### src/rtl/asfifo_wr_packer.sv
// asfifo_wr_packer: write-side feeder for the async FIFO (WClk domain).
// Packs RATIO input lanes into one word {last, lane_count-1, lanes}. It then
// drives the FIFO write port through a one-word hold stage. Writes are
// throttled on fifo_full, so no word is ever dropped.
// Optional feature: define PACKER_TIMEOUT_EN to flush a partial word after
// TIMEOUT idle cycles. The default build has no idle counter.
module asfifo_wr_packer #(
   parameter int IN_WIDTH = 8,
   parameter int RATIO    = 4,
   parameter int CNT_W    = 2,
   parameter int FIFO_W   = IN_WIDTH*RATIO+CNT_W+1,
   parameter int TIMEOUT  = 15
) (
   input  logic                PresetFull,
   input  logic                WClk,
   input  logic [IN_WIDTH-1:0] in_data,
   input  logic                in_valid,
   input  logic                in_last,
   output logic                in_ready,
   output logic [FIFO_W-1:0]   fifo_data,
   output logic                fifo_wen,
   input  logic                fifo_full,
   output logic [15:0]         word_cnt
);

   localparam int DW = IN_WIDTH*RATIO;

   typedef enum logic [0:0] {
      FILL  = 1'b0,
      STALL = 1'b1
   } state_t;

   state_t              state_r;
   state_t              state_nxt_s;
   logic [FIFO_W-1:0]   pack_r;        // lanes while filling, full word while stalled
   logic [CNT_W-1:0]    idx_r;
   logic [FIFO_W-1:0]   hold_r;
   logic                hold_valid_r;
   logic [15:0]         word_cnt_r;

   logic                accept_s;
   logic                pop_s;
   logic                timeout_s;
   logic                complete_s;
   logic                load_hold_s;
   logic [DW-1:0]       lanes_merged_s;
   logic [FIFO_W-1:0]   word_s;
   logic [FIFO_W-1:0]   hold_src_s;

   assign accept_s  = in_valid & in_ready;
   // fifo_wen must track fifo_full combinationally, so a write is never issued while full.
   assign pop_s     = hold_valid_r & ~fifo_full;
   assign fifo_wen  = pop_s;
   // hold_r is zeroed whenever it empties, so it can drive fifo_data directly.
   assign fifo_data = hold_r;
   assign word_cnt  = word_cnt_r;

`ifdef PACKER_TIMEOUT_EN
   localparam int TO_W = $clog2(TIMEOUT+1);

   logic [TO_W-1:0] idle_cnt_r;

   assign timeout_s = (state_r == FILL) && (idx_r != {CNT_W{1'b0}}) && !accept_s &&
                      (idle_cnt_r == TO_W'(TIMEOUT-1));

   // Idle counter: counts FILL cycles with a partial word and no accepted lane.
   always_ff @(posedge WClk or posedge PresetFull) begin
      if (PresetFull) begin
         idle_cnt_r <= {TO_W{1'b0}};
      end else if ((state_r == FILL) && (idx_r != {CNT_W{1'b0}}) && !accept_s && !timeout_s) begin
         idle_cnt_r <= idle_cnt_r + TO_W'(1);
      end else begin
         idle_cnt_r <= {TO_W{1'b0}};
      end
   end
`else
   assign timeout_s = 1'b0;
`endif

   // Lane merge: insert the incoming lane at position idx into the pack lanes.
   always_comb begin
      lanes_merged_s = pack_r[DW-1:0];
      for (int i = 0; i < RATIO; i++) begin
         if (idx_r == CNT_W'(i)) begin
            lanes_merged_s[i*IN_WIDTH +: IN_WIDTH] = in_data;
         end else begin
            lanes_merged_s[i*IN_WIDTH +: IN_WIDTH] = pack_r[i*IN_WIDTH +: IN_WIDTH];
         end
      end
   end

   // Completion detect: a full word, a frame end, or an idle flush of a partial word.
   always_comb begin
      complete_s = 1'b0;
      word_s     = {FIFO_W{1'b0}};
      if ((state_r == FILL) && accept_s) begin
         if ((idx_r == CNT_W'(RATIO-1)) || in_last) begin
            complete_s = 1'b1;
            word_s     = {in_last, idx_r, lanes_merged_s};
         end else begin
            complete_s = 1'b0;
         end
      end else if (timeout_s) begin
         // Tag is lanes filled minus one; the filled count equals idx here.
         complete_s = 1'b1;
         word_s     = {1'b0, idx_r - CNT_W'(1), pack_r[DW-1:0]};
      end else begin
         complete_s = 1'b0;
      end
   end

   // Hold load decision: a new word enters hold when hold is free or drains this cycle.
   always_comb begin
      load_hold_s = 1'b0;
      hold_src_s  = word_s;
      case (state_r)
         FILL: begin
            load_hold_s = complete_s && (!hold_valid_r || pop_s);
            hold_src_s  = word_s;
         end
         STALL: begin
            load_hold_s = pop_s;
            hold_src_s  = pack_r;
         end
         default: begin
            load_hold_s = 1'b0;
            hold_src_s  = word_s;
         end
      endcase
   end

   // State register.
   always_ff @(posedge WClk or posedge PresetFull) begin
      if (PresetFull) begin
         state_r <= FILL;
      end else begin
         state_r <= state_nxt_s;
      end
   end

   // Next state: stall when a completed word finds hold occupied and not draining.
   always_comb begin
      state_nxt_s = state_r;
      case (state_r)
         FILL: begin
            if (complete_s && hold_valid_r && !pop_s) begin
               state_nxt_s = STALL;
            end else begin
               state_nxt_s = FILL;
            end
         end
         STALL: begin
            if (pop_s) begin
               state_nxt_s = FILL;
            end else begin
               state_nxt_s = STALL;
            end
         end
         default: state_nxt_s = FILL;
      endcase
   end

   // Outputs: lanes are accepted only while filling.
   always_comb begin
      in_ready = 1'b1;
      case (state_r)
         FILL:    in_ready = 1'b1;
         STALL:   in_ready = 1'b0;
         default: in_ready = 1'b1;
      endcase
   end

   // Pack register and lane index.
   always_ff @(posedge WClk or posedge PresetFull) begin
      if (PresetFull) begin
         pack_r <= {FIFO_W{1'b0}};
         idx_r  <= {CNT_W{1'b0}};
      end else if (state_r == STALL) begin
         if (pop_s) begin
            pack_r <= {FIFO_W{1'b0}};
         end else begin
            pack_r <= pack_r;
         end
         idx_r <= {CNT_W{1'b0}};
      end else if (complete_s) begin
         idx_r <= {CNT_W{1'b0}};
         if (load_hold_s) begin
            pack_r <= {FIFO_W{1'b0}};
         end else begin
            pack_r <= word_s;      // park the finished word until hold drains
         end
      end else if (accept_s) begin
         pack_r <= {{(CNT_W+1){1'b0}}, lanes_merged_s};
         idx_r  <= idx_r + CNT_W'(1);
      end else begin
         pack_r <= pack_r;
         idx_r  <= idx_r;
      end
   end

   // Hold stage: the word presented to the FIFO, zeroed when it empties.
   always_ff @(posedge WClk or posedge PresetFull) begin
      if (PresetFull) begin
         hold_r       <= {FIFO_W{1'b0}};
         hold_valid_r <= 1'b0;
      end else if (load_hold_s) begin
         hold_r       <= hold_src_s;
         hold_valid_r <= 1'b1;
      end else if (pop_s) begin
         hold_r       <= {FIFO_W{1'b0}};
         hold_valid_r <= 1'b0;
      end else begin
         hold_r       <= hold_r;
         hold_valid_r <= hold_valid_r;
      end
   end

   // Written-word counter, wrapping at 16 bits.
   always_ff @(posedge WClk or posedge PresetFull) begin
      if (PresetFull) begin
         word_cnt_r <= 16'd0;
      end else if (pop_s) begin
         word_cnt_r <= word_cnt_r + 16'd1;
      end else begin
         word_cnt_r <= word_cnt_r;
      end
   end

endmodule

### config.mk
export PLATFORM = sky130hd
export DESIGN_NAME = asfifo_wr_packer
export DESIGN_NICKNAME = d
export VERILOG_FILES = /design/src/rtl/asfifo_wr_packer.sv
export SDC_FILE = /design/constraint.sdc
export NUM_CORES = 1
export LEC_CHECK = 0
export BUFFER_PORTS_ARGS = -buffer_cell sky130_fd_sc_hd__buf_2
export CAP_MARGIN = 20
export CORE_ASPECT_RATIO = 0.5
export CORE_MARGIN = 5
export CORE_UTILIZATION = 50
export DETAILED_ROUTE_END_ITERATION = 10
export HOLD_SLACK_MARGIN = 0.05
export MAX_ROUTING_LAYER = met4
export PLACE_DENSITY = 0.83
export SLEW_MARGIN = 20
export SYNTH_ARGS = -nofsm -noshare
export SYNTH_HDL_FRONTEND = slang
export SYNTH_SLANG_ARGS = --single-unit
### constraint.sdc
create_clock -name WClk -period 2.46 [get_ports WClk]
set_input_delay 0.246 -clock WClk [delete_from_list [all_inputs] [get_ports WClk]]
set_output_delay 0.246 -clock WClk [all_outputs]
set_load 0.02 [all_outputs]
# Word level (Yosys, flattened, before mapping)
# Index checks and enable logic that the tools add are counted.
# word_totals
output_inout_bits	53
ff_bits	90
in_bits	13
wordCells	53
# op_classes
add_sub_neg	2
reduce_logical	12
eq_ne	4
muxes	25
n_bitwise	4
# ops
op	n
$mux W35	8
$pmux W35 S2	1
$mux W8	4
$add A16 B1 Y16 const B	1
$mux W1	6
$mux W2	3
$pmux W1 S2	3
$eq A2 B2 Y1 const B	2
$logic_and A1 B1 Y1	4
$reduce_bool A3 Y1	1
$add A2 B1 Y2 const B	1
$and A1 B1 Y1	2
$eq A2 B1 Y1 const B	1
$logic_not A1 Y1	2
$logic_not A2 Y1	1
$logic_or A1 B1 Y1	2
$ne A2 B1 Y1 const B	1
$not A1 Y1	2
$reduce_and A2 Y1	1
$reduce_bool A2 Y1	1

# Depth between registers and ports, before layout
# Gate-level depths: netlist of run 1.
# logic_depth
depth_word	10
ltp_mapped	6

# Least setup slack after synthesis of run 1
# Ideal clock, no wire load.
# synth_timing
path_kind	register to register
start	register idx_r[0]
end	register hold_r[29], in the netlist fifo_data[29]
arrival_ps	1659
n_path_buf	1
setup_time_ps	78
t_required_ps	2382
slack_ps	723
path_stages_with_launch	7
cell_sequence	dfrtp_1 > ha_1 > o21ai_1 > nor2_2 > a21oi_2 > buf_2 > o2bb2ai_1
# synth_between
elab_chain_cells	7
# synth_rtl
item	line_no	rtl
from (decl)	36	logic [CNT_W-1:0] idx_r;
from (signal assigned)	177	idx_r <= {CNT_W{1'b0}};
from (signal assigned)	184	idx_r <= {CNT_W{1'b0}};
from (signal assigned)	186	idx_r <= {CNT_W{1'b0}};
$eq A2 B2 Y1 *	84, 97	
$logic_or A1 B1 Y1	97	if ((idx_r == CNT_W'(RATIO-1)) || in_last) begin
$mux W1	97	
$mux W1	96	if ((state_r == FILL) && accept_s) begin
$logic_and A1 B1 Y1	118	load_hold_s = complete_s && (!hold_valid_r || pop_s);
$pmux W1 S2	116	case (state_r)
$mux W35 or $reduce_bool A2 Y1 (tied branches)	-	
to (signal assigned)	204	hold_r <= {FIFO_W{1'b0}};
to (signal assigned)	207	hold_r <= hold_src_s;
to (signal assigned)	210	hold_r <= {FIFO_W{1'b0}};
to (decl)	37	logic [FIFO_W-1:0] hold_r;
# Mark *: on every way between the ends. The rest lies on a longest branch, timed or not.
# A chain may end at the register's enable or synchronous reset.

# Final worst setup path of run 1
# layout_timing
start	register idx_r[1]
end	register pack_r[21]
# layout_between
elab_chain_cells	9
# layout_rtl
item	line_no	rtl
$eq A2 B2 Y1	97	
$logic_or A1 B1 Y1	97	
$mux W1	97	
$mux W1	96	
$logic_and A1 B1 Y1	118	
$pmux W1 S2	116	
$mux W35	187	if (load_hold_s) begin
$mux W35	185	end else if (complete_s) begin
$mux W35	178	end else if (state_r == STALL) begin
to (signal assigned)	180	pack_r <= {FIFO_W{1'b0}};
to (signal assigned)	188	pack_r <= {FIFO_W{1'b0}};
to (signal assigned)	190	pack_r <= word_s;
to (decl)	35	logic [FIFO_W-1:0] pack_r;
# Parallel ways exist; a longest one is shown, timed or not. The select of a mux whose other input is x is not followed.

==> impl_table.tex, run 1 <==
\begin{tabular}{lr}
\hline
Metric & Value \\
\hline
\multicolumn{2}{l}{\textbf{Routing}} \\
Number of vias per cell & approximately 6.2 \\
Antenna viol nets, final & 0 \\
Drc violations & 0 \\
Drt pass-1 iters & 4 \\
Number of vias in the routed layout & 2,955 \\
Total Wirelength & roughly 9400 um \\
WL/cell & 19.8 um \\
First-iteration detailed-routing DRC count & between 200 and 250 \\
\multicolumn{2}{l}{\textbf{STA}} \\
RSZ-0062 raised after global routing & no \\
Post-route clock skew & approximately 0.0061 ns \\
Final setup violation count & 0 \\
Clock period minus worst slack & approximately 2.0 ns \\
Hold violation total from the final report & 0 \\
Worst setup margin & 0.473 ns \\
Worst slew margin relative to its limit & between 50\% and 60\% \\
Worst-Margin Slew & between 0.6 and 0.7 ns \\
Maximum clock frequency & roughly 0.50 GHz \\
Setup TNS & 0 ns \\
Final worst-path cycle share & 80.8\% \\
Slew Limit Fails & 0 \\
\multicolumn{2}{l}{\textbf{Critical path}} \\
Worst Setup End Kind & register \\
Critical path's slowest cell & sky130\_fd\_sc\_hd\_\_dfrtp\_1 \\
Slowest stage delay, CP & 0.44 ns \\
Launching element type of the critical path & register \\
Worst-path cell chain & ha\_1 -> or2\_2 -> a21boi\_0 -> and2\_1 -> a22o\_1 \\
Largest delay contributor family on the critical path & simple AND/OR/NAND/NOR gates \\
Critical path data arrival time & 2.26 ns \\
Critical path fanouts, max & 9 \\
Number of buffer and inverter stages on the critical path & 0 \\
Worst path required time & around 2.7 ns \\
CP Class & reg2reg \\
\multicolumn{2}{l}{\textbf{Final layout}} \\
Fraction of final layout cells with drive strength greater than 1 & 25.4\% \\
Finished Core Util & about three fifths \\
Area Overhead vs Synth & 18.3\% \\
Antenna cells & 0 \\
Non-Filler Cell Area, Final & 0.00457 mm\^{}2 \\
Final std cells w/o fill & 474 \\
Multi-input combinational cell area & 0.00147 mm\^{}2 \\
Fillers & 563 \\
Layout Nets & slightly below 400 \\
Area taken by flip-flops and latches & $\sim$0.0023 mm\^{}2 \\
\multicolumn{2}{l}{\textbf{Synthesis}} \\
Post-synth ARST share & between 90\% and 100\% \\
Flops \& latches, synth & 90 \\
Yosys top cell area share & 58.3\% \\
Leading cell types by count after synthesis & 90 x sky130\_fd\_sc\_hd\_\_dfrtp\_1, 35 x sky130\_fd\_sc\_hd\_\_o2bb2ai\_1, 34 x sky130\_fd\_sc\_hd\_\_a22oi\_1, 33 x sky130\_fd\_sc\_hd\_\_a22o\_1, 12 x sky130\_fd\_sc\_hd\_\_buf\_1 \\
Per-instance average area after synthesis & roughly 12 um\^{}2 \\
Cell accounting for the most synthesized area & sky130\_fd\_sc\_hd\_\_dfrtp\_1 \\
Sequential area share after synthesis & about three fifths \\
Library cells used by synthesis & 37 \\
Count of flip-flops with a built-in enable after synthesis & 0 \\
Cell count after synthesis & about 320 \\
Cell types with the largest area share after synthesis & sky130\_fd\_sc\_hd\_\_dfrtp\_1 58\%, sky130\_fd\_sc\_hd\_\_o2bb2ai\_1 7.9\%, sky130\_fd\_sc\_hd\_\_a22o\_1 7.5\% \\
Count of warnings emitted by yosys & 0 \\
Most common cell in the netlist & sky130\_fd\_sc\_hd\_\_dfrtp\_1 \\
Post-Synthesis Net Count & about 330 \\
Post-synthesis instance area & slightly below 0.004 mm\^{}2 \\
Synth Flop Type & sky130\_fd\_sc\_hd\_\_dfrtp\_1 \\
\multicolumn{2}{l}{\textbf{CTS}} \\
Number of buffers added to fix hold violations after cts & 1 \\
Clock tree from TritonCTS & done \\
Number of buffers created by CTS & 9 \\
Source-to-sink clock delay at the later pin of the worst-skew pair & 0.35 ns \\
Resized Gates After CTS & 0 \\
Buffers inserted by post-CTS timing repair & 0 \\
Max Root-Sink Buffers & 2 \\
Root Driver & sky130\_fd\_sc\_hd\_\_clkbuf\_16 \\
Clock input transition at the sequential cells of the worst setup and hold paths & about 0.060 ns \\
Htree depth & 3 \\
Clock Sink Count & 90 \\
\multicolumn{2}{l}{\textbf{Die}} \\
Die span in y & a little over 70 um \\
Die width & approximately 130 um \\
\# IOs & 66 \\
Initial core utilization & roughly 52\% \\
Number of rows in the core area & 22 \\
Placeable core region & around 0.0074 mm\^{}2 \\
Die ar. & a little under 0.01 mm\^{}2 \\
\multicolumn{2}{l}{\textbf{Placement}} \\
Post-placement cell area & around 0.0043 mm\^{}2 \\
Worst slack at placement & 0.514 ns \\
Port-buffer cells & 65 \\
Placed Instances & about 460 \\
Last weighted congestion value of the routability-driven placer & about 0.87 \\
Half-perimeter wire length of the detailed placement result & around 6500 um \\
\multicolumn{2}{l}{\textbf{Power and ir drop}} \\
Total power divided by cell area & 1040 mW/mm\^{}2 \\
Static leakage power & 2.20 nW \\
Worst voltage drop across the vdd grid & 0.000433 V \\
\multicolumn{2}{l}{\textbf{Global route}} \\
Total routing usage reported by global routing & about a fifth \\
Maximum number of pins on one net before global-route repair & 65 \\
Via count of the first global-routing pass & 2,882 \\
Leftover overflow at the end of global routing & 0 \\
Antenna violations before repair & 0 \\
Wire length of the first global-routing pass & 15,300 um \\
\multicolumn{2}{l}{\textbf{Flow run}} \\
Max-cap viol count & 0 \\
\multicolumn{2}{l}{\textbf{Worst hold path}} \\
Type of the worst min-delay path & in2reg \\
\multicolumn{2}{l}{\textbf{Outcome}} \\
Result of the run & complete, no violations \\
\hline
\end{tabular}
power by group:
| group | switching [W] | total (W) | leakage (nW) | internal [W] |
|---|---|---|---|---|
| clock network | 0.000578 | 0.00140 | 0.151 | 0.000822 |
| registers | 0.000245 | 0.00201 | 1.23 | 0.00177 |
| logic | 0.000852 | 0.00132 | 0.825 | 0.000468 |
| total | 0.00168 | 0.00474 | 2.20 | 0.00306 |
cells by family after synthesis:
family / after synthesis / share of synthesized area [%]
AOI/OAI and AO/OA: 123 / 25.5
DFF: 90 / 58.3
and+or+nand+nor: 49 / 7.10
buffers and inverters: 32 / 3.47
muxes: 2 / 0.583
adders and majority gates: 5 / 1.62
xor gates and xnor gates: 15 / 3.40
sequential cells by signal, indices dropped and copies added, names as in the netlist:
name,flops
pack_r,35
state_r,1
fifo_data,35
idx_r,2
hold_valid_r,1
word_cnt,16
path summary, 6_finish.rpt:
check	from	to	slack [ns]	depth (start not counted)
worst max register to register	idx_r[1]	pack_r[21]	0.47	5
worst min-delay path	in_valid	idx_r[1]	0.25	3
worst max-delay path	idx_r[1]	pack_r[21]	0.47	5
max in group asynchronous	PresetFull	fifo_data[22]	1.21	4
min in group asynchronous	PresetFull	fifo_data[34]	0.54	3
worst min register to register	word_cnt[15]	word_cnt[15]	0.46	1
per-stage QoR:
stage / hold slack, ns / total power [W]
2_1_floorplan: 0.405 / 0.00291
3_3_place_gp: 0.338 / 0.00328
3_5_place_dp: 0.359 / 0.00334
4_1_cts: 0.236 / 0.00475
5_1_grt: 0.256 / 0.00496
6_report: 0.245 / 0.00474
placed cells by master, fill, tap and decap left out, types with 3 or more instances in the layout:
cell and instances:
sky130_fd_sc_hd__dfrtp_1 90, sky130_fd_sc_hd__buf_2 65, sky130_fd_sc_hd__o2bb2ai_1 35, sky130_fd_sc_hd__a22oi_1 34, sky130_fd_sc_hd__a22o_1 33, sky130_fd_sc_hd__nand2_1 10
sky130_fd_sc_hd__o21ai_1 10, sky130_fd_sc_hd__nor2_1 9, sky130_fd_sc_hd__clkbuf_16 9, sky130_fd_sc_hd__xnor2_1 8, sky130_fd_sc_hd__xor2_1 7, sky130_fd_sc_hd__and3_1 6
sky130_fd_sc_hd__inv_1 6, sky130_fd_sc_hd__ha_1 5, sky130_fd_sc_hd__and2_1 4, sky130_fd_sc_hd__nand4_1 4, sky130_fd_sc_hd__a21oi_1 4, sky130_fd_sc_hd__buf_4 4
sky130_fd_sc_hd__a32o_1 3
worst register-to-register path, cell delays in order, from the launching register on:
cell and delay (ns):
sky130_fd_sc_hd__dfrtp_1 0.44, sky130_fd_sc_hd__ha_1 0.31, sky130_fd_sc_hd__or2_2 0.33, sky130_fd_sc_hd__a21boi_0 0.27
sky130_fd_sc_hd__and2_1 0.36, sky130_fd_sc_hd__a22o_1 0.21
metal layers:
| layer | up-vias | wire [um] | GRT usage (%) |
|---|---|---|---|
| met1 | 1491 | 4040 | 26.5 |
| met5 | - | 0 | - |
| li1 | 1318 | - | - |
| met3 | 22 | 628 | 5.54 |
| met4 | 0 | 252 | 10.4 |
| met2 | 124 | 4460 | 32.0 |
cell type report:
type	instances	area share, %
Clock buffer	11	5.32
Clock inverter	5	1.34
Inverter	7	0.658
Multi-Input combinational cell	194	32.3
Sequential cell	90	49.3
Tap cell	96	2.63
Timing Repair Buffer	71	8.44
Power figures use the tool's default switching activity.
==> inputs of run 2 (changes only) <==
--- a/config.mk
+++ b/config.mk
@@ -9,11 +9,11 @@
 export CAP_MARGIN = 20
 export CORE_ASPECT_RATIO = 0.5
 export CORE_MARGIN = 5
-export CORE_UTILIZATION = 50
+export CORE_UTILIZATION = 56
 export DETAILED_ROUTE_END_ITERATION = 10
 export HOLD_SLACK_MARGIN = 0.05
 export MAX_ROUTING_LAYER = met4
-export PLACE_DENSITY = 0.83
+export PLACE_DENSITY = 0.88
 export SLEW_MARGIN = 20
 export SYNTH_ARGS = -nofsm -noshare
 export SYNTH_HDL_FRONTEND = slang
==> constraint.sdc (replaced) <==
create_clock -name WClk -period 2.07 [get_ports WClk]
set_input_delay 0.207 -clock WClk [delete_from_list [all_inputs] [get_ports WClk]]
set_output_delay 0.207 -clock WClk [all_outputs]
set_load 0.02 [all_outputs]
==> impl_table.tex, run 2 (same netlist as run 1, synthesis figures left out) <==
\begin{tabular}{lr}
\hline
Metric & Value \\
\hline
\multicolumn{2}{l}{\textbf{Outcome}} \\
Result of the run & complete, no violations \\
\multicolumn{2}{l}{\textbf{Final layout}} \\
Antenna cells & 0 \\
Commonest non-fill, non-tap cells in the layout & 90 x sky130\_fd\_sc\_hd\_\_dfrtp\_1, 65 x sky130\_fd\_sc\_hd\_\_buf\_2, 35 x sky130\_fd\_sc\_hd\_\_o2bb2ai\_1, 34 x sky130\_fd\_sc\_hd\_\_a22oi\_1, 33 x sky130\_fd\_sc\_hd\_\_a22o\_1 \\
Finished Core Util & $\sim$69\% \\
Layout Nets & roughly 400 \\
Fraction of final layout cells with drive strength greater than 1 & between 20\% and 30\% \\
Area Overhead vs Synth & 20.0\% \\
Most common cell after layout, fill and taps aside & sky130\_fd\_sc\_hd\_\_dfrtp\_1 \\
\multicolumn{2}{l}{\textbf{Power and ir drop}} \\
Total power divided by cell area & around 1200 mW/mm\^{}2 \\
Static leakage power & 2.23 nW \\
Worst voltage drop across the vdd grid & 0.000553 V \\
\multicolumn{2}{l}{\textbf{Critical path}} \\
Worst Setup SP & idx\_r[0] \\
Critical path data arrival time & 2.22 ns \\
Worst reg2reg path depth & 5 \\
Register-to-register setup slack & 0.13 ns \\
CP Class & reg2reg \\
Slowest stage delay, CP & around 0.43 ns \\
Worst path required time & roughly 2.4 ns \\
Worst-path cell chain & ha\_1 -> or2\_2 -> a21boi\_0 -> and2\_2 -> a22o\_1 \\
Critical path's slowest cell & sky130\_fd\_sc\_hd\_\_dfrtp\_1 \\
R2R Path End & pack\_r[3] \\
Launching element type of the critical path & register \\
Crit Reg-Reg Startpoint & idx\_r[0] \\
Worst Setup End Kind & register \\
Critical path fanouts, max & 9 \\
\multicolumn{2}{l}{\textbf{Global route}} \\
Leftover overflow at the end of global routing & 0 \\
Antenna violations before repair & 0 \\
Via count of the first global-routing pass & around 3,000 \\
Maximum number of pins on one net before global-route repair & 55 \\
Total routing usage reported by global routing & a little under a quarter \\
Wire length of the first global-routing pass & 15,400 um \\
\multicolumn{2}{l}{\textbf{Die}} \\
Die ar. & slightly below 0.009 mm\^{}2 \\
Initial core utilization & 57.6\% \\
Number of rows in the core area & 21 \\
Die width & 127 um \\
\# IOs & 66 \\
Placeable core region & 0.00670 mm\^{}2 \\
Die span in y & 68.7 um \\
\multicolumn{2}{l}{\textbf{CTS}} \\
Clock Sink Count & 90 \\
Htree depth & 3 \\
Clock input transition at the sequential cells of the worst setup and hold paths & around 0.070 ns \\
Source-to-sink clock delay at the later pin of the worst-skew pair & about 0.35 ns \\
Clock tree from TritonCTS & done \\
Root Driver & sky130\_fd\_sc\_hd\_\_clkbuf\_16 \\
Max Root-Sink Buffers & 2 \\
Number of buffers created by CTS & 9 \\
Buffers inserted by post-CTS timing repair & 0 \\
\multicolumn{2}{l}{\textbf{Routing}} \\
Number of vias in the routed layout & 2,998 \\
Total Wirelength & 9320 um \\
Antenna viol nets, final & 0 \\
Drc violations & 0 \\
Drt pass-1 iters & 5 \\
Number of vias per cell & between 6 and 7 \\
First-iteration detailed-routing DRC count & roughly 270 \\
WL/cell & just under 20 um \\
\multicolumn{2}{l}{\textbf{STA}} \\
Maximum clock frequency & 0.515 GHz \\
Hold violation total from the final report & 0 \\
Clock period minus worst slack & between 1.5 and 2 ns \\
Post-route clock skew & roughly 0.0073 ns \\
Final worst-path cycle share & $\sim$94\% \\
RSZ-0062 raised after global routing & no \\
Worst setup margin & around 0.13 ns \\
Setup TNS & 0 ns \\
Worst-Margin Slew & 0.601 ns \\
Final setup violation count & 0 \\
Slew Limit Fails & 0 \\
Worst slew margin relative to its limit & 59.6\% \\
\multicolumn{2}{l}{\textbf{Placement}} \\
Port-buffer cells & 65 \\
Half-perimeter wire length of the detailed placement result & between 6000 and 7000 um \\
Worst slack at placement & 0.114 ns \\
Last weighted congestion value of the routability-driven placer & 0.886 \\
\multicolumn{2}{l}{\textbf{Worst hold path}} \\
Type of the worst min-delay path & in2reg \\
Min-delay src & in\_valid \\
Destination of the worst hold path & idx\_r[1] \\
Min-Delay Path Depth & 3 \\
\multicolumn{2}{l}{\textbf{Flow run}} \\
Max-cap viol count & 0 \\
\hline
\end{tabular}
==> run 2: cell count changes in the layout (fill, tap and decap cells not counted), moves of 2 or more <==
cell	before	now
sky130_fd_sc_hd__and2_1	4	1
sky130_fd_sc_hd__and2_2	0	3
sky130_fd_sc_hd__buf_4	4	7
sky130_fd_sc_hd__buf_12	1	3
sky130_fd_sc_hd__clkinvlp_4	1	3
sky130_fd_sc_hd__o21ai_1	10	8
sky130_fd_sc_hd__o21ai_2	1	3
==> run 2: metal layers <==
| layer | track usage (%) | share of wire (%) | vias to the layer above |
|---|---|---|---|
| met1 | 29.1 | 43 | 1537 |
| met4 | 6.28 | 1.0 | 0 |
| met3 | 7.85 | 7.5 | 10 |
| met2 | 38.5 | 49 | 124 |
| met5 | - | 0 | - |
| li1 | - | - | 1327 |
==> run 2: per-stage QoR <==
| step | total power (W) | hold slack, ns | instance area, um^2 | instances |
|---|---|---|---|---|
| 2_1_floorplan | 0.00346 | 0.366 | 3860 | 316 |
| 3_3_place_gp | 0.00397 | 0.256 | 4310 | 458 |
| 3_5_place_dp | 0.00405 | 0.261 | 4310 | 458 |
| 4_1_cts | 0.00572 | 0.190 | 4620 | 475 |
| 5_1_grt | 0.00599 | 0.227 | 4630 | 475 |
| 6_report | 0.00571 | 0.209 | 4630 | 475 |
==> run 2: repair_timing <==
item,4_1_cts,5_1_grt
hold endpoints to repair,20,0
gates resized for setup,0,5
endpoints found under the setup margin,0,59
hold buffers,1,0
==> run 2: worst max-delay path, delay by kind of cell (launching register included) <==
kind	cells	cell delay, ns
flops	1	0.43
fa+ha+maj	1	0.33
simple gates	2	0.64
compound gates	2	0.47
==> run 2: how the worst max path moves through the flow <==
stage / endpoint / slack (ns) / cells after the start
after CTS: fifo_data[26] / 0.07 / 6
final: pack_r[3] / 0.13 / 5
after global placement: pack_r[12] / 0.21 / 5
after detailed placement: pack_r[3] / 0.11 / 5
after floorplan: fifo_data[29] / 0.33 / 6
after global routing: pack_r[16] / 0.01 / 5
==> run 2: cell type report <==
type,count,area (um^2)
sequential,90,2250
clock inverter,7,76.3
inverter,7,30.0
tap,92,115
clock buffer,9,225
fill,455,2070
timing repair buffer,76,448
multi-input combinational,194,1490
==> run 2: report_power, final <==
group | internal, W | leakage (nW) | switching [W]
combinational | 0.000634 | 0.864 | 0.00107
sequential | 0.00210 | 1.23 | 0.000268
clock | 0.000943 | 0.142 | 0.000694
==> inputs of run 3 (changes only) <==
--- a/config.mk
+++ b/config.mk
@@ -7,7 +7,7 @@
 export LEC_CHECK = 0
 export BUFFER_PORTS_ARGS = -buffer_cell sky130_fd_sc_hd__buf_2
 export CAP_MARGIN = 20
-export CORE_ASPECT_RATIO = 0.5
+export CORE_ASPECT_RATIO = 1.1
 export CORE_MARGIN = 5
 export CORE_UTILIZATION = 56
 export DETAILED_ROUTE_END_ITERATION = 10
==> impl_table.tex, run 3 (same netlist as run 1, synthesis figures left out) <==
\begin{tabular}{lr}
\hline
Metric & Value \\
\hline
\multicolumn{2}{l}{\textbf{Outcome}} \\
Result of the run & complete, no violations \\
\multicolumn{2}{l}{\textbf{STA}} \\
Final worst-path cycle share & 94.4\% \\
Hold violation total from the final report & 0 \\
Slew Limit Fails & 0 \\
Worst slew margin relative to its limit & between 60\% and 70\% \\
Post-route clock skew & $\sim$0.013 ns \\
Setup TNS & 0 ns \\
Final setup violation count & 0 \\
Clock period minus worst slack & 1.95 ns \\
Maximum clock frequency & slightly above 0.5 GHz \\
Worst-Margin Slew & $\sim$0.58 ns \\
Worst hold margin & between 0.15 and 0.2 ns \\
\multicolumn{2}{l}{\textbf{Placement}} \\
Last weighted congestion value of the routability-driven placer & roughly 0.8 \\
Placed Instances & 451 \\
Half-perimeter wire length of the detailed placement result & 6020 um \\
Post-placement cell area & approximately 0.0043 mm\^{}2 \\
Port-buffer cells & between 60 and 70 \\
\multicolumn{2}{l}{\textbf{Critical path}} \\
Critical path's slowest cell & sky130\_fd\_sc\_hd\_\_dfrtp\_1 \\
Worst path required time & 2.37 ns \\
Critical path fanouts, max & 9 \\
Launching element type of the critical path & register \\
Worst-path cell chain & ha\_1 -> or2\_2 -> a21boi\_0 -> and2\_2 -> a22o\_1 \\
CP Class & reg2reg \\
Worst Setup End Kind & register \\
Slowest stage delay, CP & $\sim$0.45 ns \\
Critical path data arrival time & between 2 and 2.5 ns \\
\multicolumn{2}{l}{\textbf{Routing}} \\
Number of vias per cell & around 6.3 \\
Total Wirelength & 8830 um \\
Drt pass-1 iters & 5 \\
Antenna viol nets, final & 0 \\
Drc violations & 0 \\
WL/cell & $\sim$19 um \\
First-iteration detailed-routing DRC count & about 240 \\
Number of vias in the routed layout & just under 3,000 \\
\multicolumn{2}{l}{\textbf{Worst hold path}} \\
Type of the worst min-delay path & in2reg \\
\multicolumn{2}{l}{\textbf{Die}} \\
Die width & 89.2 um \\
Placeable core region & between 0.006 and 0.007 mm\^{}2 \\
Initial core utilization & 58.2\% \\
Number of rows in the core area & 31 \\
Die ar. & 0.00866 mm\^{}2 \\
Die span in y & 97.1 um \\
\# IOs & 66 \\
\multicolumn{2}{l}{\textbf{Flow run}} \\
Max-cap viol count & 0 \\
\multicolumn{2}{l}{\textbf{Final layout}} \\
Finished Core Util & 68.3\% \\
Non-Filler Cell Area, Final & between 0.004 and 0.005 mm\^{}2 \\
Final std cells w/o fill & approximately 470 \\
Most common cell after layout, fill and taps aside & sky130\_fd\_sc\_hd\_\_dfrtp\_1 \\
Area Overhead vs Synth & 17.4\% \\
Antenna cells & 0 \\
Fraction of final layout cells with drive strength greater than 1 & between 20\% and 30\% \\
Commonest non-fill, non-tap cells in the layout & 90 x sky130\_fd\_sc\_hd\_\_dfrtp\_1, 65 x sky130\_fd\_sc\_hd\_\_buf\_2, 35 x sky130\_fd\_sc\_hd\_\_o2bb2ai\_1, 34 x sky130\_fd\_sc\_hd\_\_a22oi\_1, 33 x sky130\_fd\_sc\_hd\_\_a22o\_1 \\
Layout Nets & about 400 \\
\multicolumn{2}{l}{\textbf{CTS}} \\
Source-to-sink clock delay at the later pin of the worst-skew pair & $\sim$0.36 ns \\
Clock input transition at the sequential cells of the worst setup and hold paths & about 0.090 ns \\
Htree depth & 3 \\
Max Root-Sink Buffers & 2 \\
Clock Sink Count & 90 \\
Clock tree from TritonCTS & done \\
Number of buffers created by CTS & 9 \\
Root Driver & sky130\_fd\_sc\_hd\_\_clkbuf\_8 \\
\multicolumn{2}{l}{\textbf{Global route}} \\
Wire length of the first global-routing pass & about 15,000 um \\
Antenna violations before repair & 0 \\
Maximum number of pins on one net before global-route repair & between 90 and 100 \\
Via count of the first global-routing pass & 3,034 \\
Total routing usage reported by global routing & roughly 22\% \\
Leftover overflow at the end of global routing & 0 \\
\multicolumn{2}{l}{\textbf{Power and ir drop}} \\
Static leakage power & approximately 2.2 nW \\
Worst voltage drop across the vdd grid & 0.000738 V \\
Total power divided by cell area & around 1200 mW/mm\^{}2 \\
\hline
\end{tabular}
-- run 3: changes by cell type in the layout (fill, tap and decap cells not counted) --
cell,before,now
sky130_fd_sc_hd__clkbuf_16,9,0
sky130_fd_sc_hd__clkbuf_8,0,9
sky130_fd_sc_hd__buf_4,7,10
sky130_fd_sc_hd__inv_8,0,2
sky130_fd_sc_hd__bufinv_16,1,0
sky130_fd_sc_hd__clkinv_2,1,0
sky130_fd_sc_hd__clkinv_4,1,2
sky130_fd_sc_hd__clkinv_8,0,1
sky130_fd_sc_hd__clkinvlp_4,3,2
sky130_fd_sc_hd__inv_6,2,1
sky130_fd_sc_hd__o21ai_1,8,9
sky130_fd_sc_hd__o21ai_2,3,2
-- run 3: cell type report --
class | instances | area [um^2]
Clock buffer | 9 | 124
Clock inverter | 7 | 72.6
Fill cell | 470 | 2100
Inverter | 7 | 30.0
Multi-Input combinational cell | 194 | 1480
Sequential cell | 90 | 2250
Tap cell | 82 | 103
Timing Repair Buffer | 79 | 470
-- run 3: worst paths after layout --
check                              from       endpoint  slack (ns)  cells past startpoint
min                            in_valid       idx_r[1]        0.18                      3
max reg2reg                    idx_r[1]      pack_r[8]        0.12                      5
min in group asynchronous    PresetFull  fifo_data[21]        0.51                      4
max                            idx_r[1]      pack_r[8]        0.12                      5
max in group asynchronous    PresetFull   fifo_data[7]        1.19                      4
min reg2reg                word_cnt[15]   word_cnt[15]        0.47                      1
-- run 3: report_power, final --
group	leakage, nW	total, W	internal (W)	switching (W)
Sequential	1.23	0.00236	0.00210	0.000263
Combinational	0.877	0.00171	0.000664	0.00105
Clock	0.0966	0.00115	0.000471	0.000679
Total	2.20	0.00522	0.00323	0.00199
-- run 3: critical path: cells and delay by family (launching register included) --
kind | cells | cell delay, ns
compound gates | 2 | 0.49
simple gates | 2 | 0.64
fa+ha+maj | 1 | 0.31
flops | 1 | 0.45
-- run 3: layer usage --
metal	GRT usage [%]	vias to the layer above	routed length [um]
met5	-	-	0
met4	7.79	0	157
met3	5.34	18	584
met2	33.6	132	4450
met1	30.0	1493	3630
li1	-	1328	-
-- run 3: through the flow --
step	setup slack [ns]	power, W
finish	0.117	0.00522
global route	-0.0196	0.00554
CTS	0.0676	0.00524
detailed placement	0.0849	0.00408
global placement	0.192	0.00401
floorplan	0.333	0.00346
-- run 3: what timing repair did --
action	4_1_cts	5_1_grt
resized for setup	0	4
setup endpoints to repair	0	52
hold buffers	1	0
endpoints found under the hold margin	90	0
buffers inserted	0	0
